==> src/rtl/frame_pack_writer.sv <==
// frame_pack_writer
//   Quantizes incoming 24-bit RGB pixels to 8-bit RGB332 form, packs four of
//   them into a 32-bit word, buffers the words in a small FIFO and writes them
//   out through a simple request/acknowledge memory port at consecutive word
//   addresses that wrap once per frame.
//
// Ports
//   clk         single clock, rising edge
//   rst         asynchronous reset, active low
//   pix_valid   rgb_in carries a pixel this cycle
//   rgb_in      pixel {R[23:16], G[15:8], B[7:0]}
//   sof         start-of-frame strobe: drops partial data, flushes, restarts at 0
//   mem_addr    word address of the pending write
//   mem_data    packed word of the pending write (pixel k in bits 8k+7:8k)
//   mem_we      write request, held until mem_ack
//   mem_ack     one-cycle acknowledge of the pending write
//   frame_done  one-cycle pulse after the last word of a frame is acknowledged
//   overflow    sticky: a packed word was dropped because the FIFO was full
module frame_pack_writer #(
    parameter int IMG_W      = 640,
    parameter int IMG_H      = 480,
    parameter int ADDR_W     = 17,
    parameter int FIFO_DEPTH = 16
) (
    input  logic              clk,
    input  logic              rst,
    input  logic              pix_valid,
    input  logic [23:0]       rgb_in,
    input  logic              sof,
    output logic [ADDR_W-1:0] mem_addr,
    output logic [31:0]       mem_data,
    output logic              mem_we,
    input  logic              mem_ack,
    output logic              frame_done,
    output logic              overflow
);

    localparam int                PTR_W     = $clog2(FIFO_DEPTH);
    localparam int                WORDS     = IMG_W * IMG_H / 4;
    localparam logic [ADDR_W-1:0] LAST_ADDR = ADDR_W'(WORDS - 1);
    localparam logic [PTR_W:0]    FULL_CNT  = (PTR_W + 1)'(FIFO_DEPTH);

    typedef enum logic {IDLE, REQ} state_t;

    state_t            state_q, state_d;
    logic              load;
    logic              pop;

    logic [1:0]        pack_cnt;
    logic [23:0]       pack_word;
    logic [7:0]        pix_q;
    logic              push;
    logic              push_ok;
    logic [31:0]       push_word;

    logic [31:0]       fifo_mem [FIFO_DEPTH];
    logic [PTR_W-1:0]  wr_ptr, rd_ptr;
    logic [PTR_W:0]    fifo_cnt;
    logic              fifo_full, fifo_empty;

    // RGB332: top three bits of red and green, top two of blue.
    assign pix_q     = {rgb_in[23:21], rgb_in[15:13], rgb_in[7:6]};

    // The fourth pixel completes the word directly from the input; it never
    // sits in pack_word. A pixel arriving with sof always starts a new group.
    assign push      = pix_valid && !sof && (pack_cnt == 2'd3);
    assign push_word = {pix_q, pack_word};

    assign fifo_full  = (fifo_cnt == FULL_CNT);
    assign fifo_empty = (fifo_cnt == '0);
    // A pop in the same cycle frees the slot, so a push into a full FIFO is
    // still accepted then.
    assign push_ok    = push && (!fifo_full || pop);

    // ------------------------------------------------------------------
    // Pixel packer
    // ------------------------------------------------------------------
    // NOTE: state registers use non-blocking assignments so every flop
    // samples pre-edge values regardless of process evaluation order.
    always_ff @(posedge clk or negedge rst) begin
        if (!rst) begin
            pack_cnt  <= 2'd0;
            pack_word <= 24'd0;
        end else if (sof) begin
            if (pix_valid) begin
                pack_cnt        <= 2'd1;
                pack_word[7:0]  <= pix_q;
            end else begin
                pack_cnt        <= 2'd0;
            end
        end else if (pix_valid) begin
            case (pack_cnt)
                2'd0:    pack_word[7:0]   <= pix_q;
                2'd1:    pack_word[15:8]  <= pix_q;
                2'd2:    pack_word[23:16] <= pix_q;
                default: ;
            endcase
            pack_cnt <= pack_cnt + 2'd1;
        end
    end

    // ------------------------------------------------------------------
    // Word FIFO
    // ------------------------------------------------------------------
    always_ff @(posedge clk or negedge rst) begin
        if (!rst) begin
            wr_ptr   <= '0;
            rd_ptr   <= '0;
            fifo_cnt <= '0;
            overflow <= 1'b0;
        end else if (sof) begin
            wr_ptr   <= '0;
            rd_ptr   <= '0;
            fifo_cnt <= '0;
            overflow <= 1'b0;
        end else begin
            if (push_ok) wr_ptr <= wr_ptr + PTR_W'(1);
            if (pop)     rd_ptr <= rd_ptr + PTR_W'(1);
            case ({push_ok, pop})
                2'b10:   fifo_cnt <= fifo_cnt + (PTR_W + 1)'(1);
                2'b01:   fifo_cnt <= fifo_cnt - (PTR_W + 1)'(1);
                default: ;
            endcase
            if (push && !push_ok) overflow <= 1'b1;
        end
    end

    // NOTE: storage has no reset; the pointers and count define which
    // entries are meaningful, so stale contents are never observed.
    always_ff @(posedge clk) begin
        if (push_ok) fifo_mem[wr_ptr] <= push_word;
    end

    // ------------------------------------------------------------------
    // Write FSM
    // ------------------------------------------------------------------
    always_ff @(posedge clk or negedge rst) begin
        if (!rst) state_q <= IDLE;
        else      state_q <= state_d;
    end

    // NOTE: every combinational output gets a default first so no path
    // through the case leaves it unassigned (which would infer a latch).
    always_comb begin
        state_d = state_q;
        load    = 1'b0;
        mem_we  = (state_q == REQ);
        case (state_q)
            IDLE: if (!fifo_empty) begin
                state_d = REQ;
                load    = 1'b1;
            end
            REQ:  if (mem_ack) state_d = IDLE;
            default: state_d = IDLE;
        endcase
        if (sof) begin
            state_d = IDLE;
            load    = 1'b0;
        end
    end

    // Acknowledges only count while a write is pending and no sof restarts
    // the frame.
    assign pop = mem_we && mem_ack && !sof;

    // ------------------------------------------------------------------
    // Memory-side datapath
    // ------------------------------------------------------------------
    always_ff @(posedge clk or negedge rst) begin
        if (!rst) begin
            mem_addr   <= '0;
            mem_data   <= 32'd0;
            frame_done <= 1'b0;
        end else begin
            frame_done <= 1'b0;
            if (sof) begin
                mem_addr <= '0;
            end else begin
                if (load) mem_data <= fifo_mem[rd_ptr];
                if (pop) begin
                    if (mem_addr == LAST_ADDR) begin
                        mem_addr   <= '0;
                        frame_done <= 1'b1;
                    end else begin
                        mem_addr   <= mem_addr + ADDR_W'(1);
                    end
                end
            end
        end
    end

endmodule

==> config.mk <==
export PLATFORM = sky130hd
export DESIGN_NAME = frame_pack_writer
export DESIGN_NICKNAME = d
export VERILOG_FILES = /design/src/rtl/frame_pack_writer.sv
export SDC_FILE = /design/constraint.sdc
export NUM_CORES = 1
export LEC_CHECK = 0
export ABC_AREA = 1
export BUFFER_PORTS_ARGS = -buffer_cell sky130_fd_sc_hd__buf_2
export CORE_MARGIN = 2
export CORE_UTILIZATION = 28
export DETAILED_ROUTE_END_ITERATION = 12
export SYNTH_ARGS = -nofsm -noshare
export SYNTH_HDL_FRONTEND = slang
export SYNTH_SLANG_ARGS = --single-unit
export TNS_END_PERCENT = 10
==> constraint.sdc <==
create_clock -name clk -period 4.5 [get_ports clk]
set_clock_uncertainty 0.15 [all_clocks]
set_input_delay 0.9 -clock clk [delete_from_list [all_inputs] [get_ports clk]]
set_output_delay 0.9 -clock clk [all_outputs]
set_load 0.03 [all_outputs]
==> summary.md <==
| Metric | Value |
|---|---|
| Fin. Hold Viols | 0 |
| Core area | 86800 µm² |
| Worst-Margin Slew | 1.12 ns |
| Final worst path period need | 2.83 ns |
| Clock power share | 0.362 |
| #FFs+latches synth | 603 |
| Setup TNS | 0 ns |
| Compound-Gate Fraction of Synth Area | 0.0253 |
| Met3 WL | 3.61 mm |
| Syn nets | 2203 |
| Critical Path Fanout Max | 17 |
| Port-buffer cells | 64 |
| HP Class | in2async |
| Leak | 10.8 nW |
| IO Pins | 81 |
| Status | completed |
| Wire per inst | 18.3 µm |
| Max clock buf depth | 3 |
| TritonCTS Buffers | 67 |
| Clk_lat worst skew | 0.61 ns |
| WL met1 | 28.8 mm |
| Gr usage total | 0.139 |
| Post-synthesis cell count | 2160 |
| Nets | 2268 |
| Peak Freq | 0.353 GHz |
| CTS tree | done |
| Remaining antenna violation count after routing | 0 |
| Sw frac | 0.304 |
| Reg area | 17700 µm² |
| Max layer used | met4 |
| Critical Path RT | 4.63 ns |
| Slack of the critical path | 1.67 ns |
| Core Rows | 108 |
| Syn Std Cell Area | 24500 µm² |
| Fillcell total | 8615 |
| Root Driver | clkbuf_16 |
| Final Cycle Share | 0.630 |
| Metal2 WL | 29.0 mm |
| Vias in the first global route | 15366 |
| Unrepaired setup endpoints after global routing | false |
| Sequential area share after synthesis | 0.721 |
| First DRT Iteration DRCs | 1476 |
| Largest net degree at the start of global routing | 179 |
| PwrDens | 532 nW/µm² |
| Slew Viols, Final | 0 |
| Grt ovf | 0 |
| Startpoint types | flip-flop |
| Synth Area in Adders | 0.00746 |
| Via count | 15919 |
| Hold Buf Count CTS | 0 |
| Global-route wire length before repair | 95.7 mm |
| Slew HR | 0.254 |
| Die H | 300 µm |
| Mux share of post-synthesis cell area | 0 |
| Flop pwr share | 0.464 |
| Via/cell ratio | 4.64 |
| Dpl ws | 1.09 ns |
| Initial Utilization | 0.282 |
| Drt drc | 0 |
| Worst Setup Path Type | reg2reg |
| Combinational share of power | 0.174 |
| Post-Route WL | 62.8 mm |
| Die area | 89800 µm² |
| Critical path data arrival time | 2.96 ns |
| Routability Congestion | 0.755 |
| XOR/XNOR share of the synthesized area | 0.00429 |
| Share of the synthesized area in the top cell type | 0.628 |
| Yosys top cell by area | edfxtp_1 |
| Synth Area in Simple Gates | 0.211 |
| H-tree depth | 3 |
| Final setup viols | 0 |
| MaxCap Viol Count | 0 |
| Maximum vdd drop | 0.381 mV |
| Internal power | 0.0105 W |
| Netlist cell types | 32 |
| # clock sinks | 603 |
| Largest family of logic cells by synthesized area | simple AND/OR/NAND/NOR gates |
| Post-CTS Setup Repair Bufs | 0 |
| Clk pin slew, worst setup/hold paths | 0.06 ns |
| Layout cell share with drive strength beyond 1 | 0.106 |
| Sw power | 0.00461 W |
| Combined area of the multi-input logic cells | 6190 µm² |
| Dominant cells by area after synthesis | edfxtp_1, nand2_1, dfrtp_1 |
| Inserted Diodes | 0 |
| Die X-Extent | 300 µm |
| Pre-antenna DRT Iters | 5 |
| Post-DP HPWL | 34.8 mm |
| Cells resized by post-CTS repair | 0 |
| Yosys warns | 0 |
| Crit. End Element | flip-flop |
| Initial antenna violation count | 0 |
| Avg Cell Area, Syn | 11.3 µm² |
| Area grow syn2layout | 16.2% |
==> final timing paths <==
kind,start,to,slack [ns],depth (start not counted)
max,mem_we$_DFF_PN0_,fifo_mem[8][12]$_DFFE_PP_,1.67,7
min,rst,mem_data[12]$_DFFE_PN0P_,0.28,1
max reg2reg,mem_we$_DFF_PN0_,fifo_mem[8][12]$_DFFE_PP_,1.67,7
min reg2reg,mem_data[17]$_DFFE_PN0P_,mem_data[17]$_DFFE_PN0P_,0.32,2
max in group asynchronous,rst,mem_data[2]$_DFFE_PN0P_,3.18,2
min in group clk,mem_data[17]$_DFFE_PN0P_,mem_data[17]$_DFFE_PN0P_,0.32,2
==> critical path: stages (launching register included) <==
cell and delay (ns):
dfrtp_1 0.40, nand2_1 0.17, nor2_4 0.23, nor2_1 0.14, nor2_4 0.18, nand2_1 0.27
nor2_4 0.65, buf_4 0.33
==> metrics by stage <==
stage / instances / util / area [µm²] / total power [W] / hold WS (ns)
2_1_floorplan: 2160 / - / 24500 / 0.00888 / 0.375
3_3_place_gp: 3311 / 0.303 / 26300 / 0.00977 / 0.312
3_5_place_dp: 3311 / 0.303 / 26300 / 0.00981 / 0.313
4_1_cts: 3433 / 0.328 / 28400 / 0.0153 / 0.312
5_1_grt: 3433 / 0.328 / 28400 / 0.0158 / 0.344
6_report: 3433 / 0.328 / 28400 / 0.0151 / 0.280
==> sequential cells by signal (all words and copies together) (netlist names), 2 cells and up <==
register and count:
fifo_cnt 5, fifo_mem 512, mem_addr 17, mem_data 32, pack_cnt 2, pack_word 24
rd_ptr 4, wr_ptr 4
==> cell usage in the layout (no fill, tap or decap), drive strengths merged, types with 10 or more instances in the layout <==
| cell | Yosys | final |
|---|---|---|
| buf | 88 | 107 |
| edfxtp | 512 | 512 |
| dfrtp | 91 | 91 |
| xor2 | 10 | 10 |
| nor2 | 50 | 50 |
| nand2 | 875 | 875 |
| a21oi | 69 | 69 |
| nand3 | 316 | 316 |
| inv | 47 | 51 |
| ha | 13 | 13 |
| o21ai | 48 | 48 |
| clkbuf | 23 | 92 |
| clkinv | 0 | 20 |
==> power groups by stage <==
stage	Clock (W)	Sequential, W	Combinational, W
6_report	0.00548	0.00702	0.00264
3_5_place_dp	0	0.00714	0.00267
5_1_grt	0.00580	0.00707	0.00298
3_3_place_gp	0	0.00713	0.00264
2_1_floorplan	0	0.00717	0.00171
4_1_cts	0.00557	0.00703	0.00268
==> synthesized netlist by cell type <==
cell / count
edfxtp_1: 512
o21ai_1: 15
buf_1: 6
nor3_2: 1
a31oi_1: 1
nor3_1: 1
xnor2_1: 2
nand3_2: 2
o21bai_1: 1
inv_2: 3
inv_4: 1
dfrtp_1: 91
or2_2: 1
nand4_1: 5
ha_1: 13
nor4_1: 2
a211oi_1: 1
xor2_1: 10
nand2_2: 2
o22ai_1: 2
clkbuf_1: 23
buf_6: 2
nand2_1: 873
nor2_1: 47
a21oi_1: 69
buf_2: 55
o21ai_0: 33
nor2_4: 3
inv_1: 43
buf_4: 25
nand3_1: 314
fa_1: 1
==> per-layer routing <==
metal	global-route usage	up-vias
li1	-	7534
met1	0.197	7840
met2	0.220	459
met3	0.0244	86
met4	0.0392	0
met5	0	-
==> cell type report <==
class	count	area share
Inverter	47	0.00673
Tap cell	1155	0.0508
Multi-Input combinational cell	1399	0.217
Sequential cell	603	0.621
Clock buffer	92	0.0655
Timing Repair Buffer	107	0.0271
Clock inverter	30	0.0117
==> kinds of logic after synthesis <==
group / Yosys count
simple gates: 1251
flops: 603
buf+inv: 158
compound gates: 122
fa+ha+maj: 14
xor+xnor: 12
Note: power is estimated with default switching activity, not from simulation.
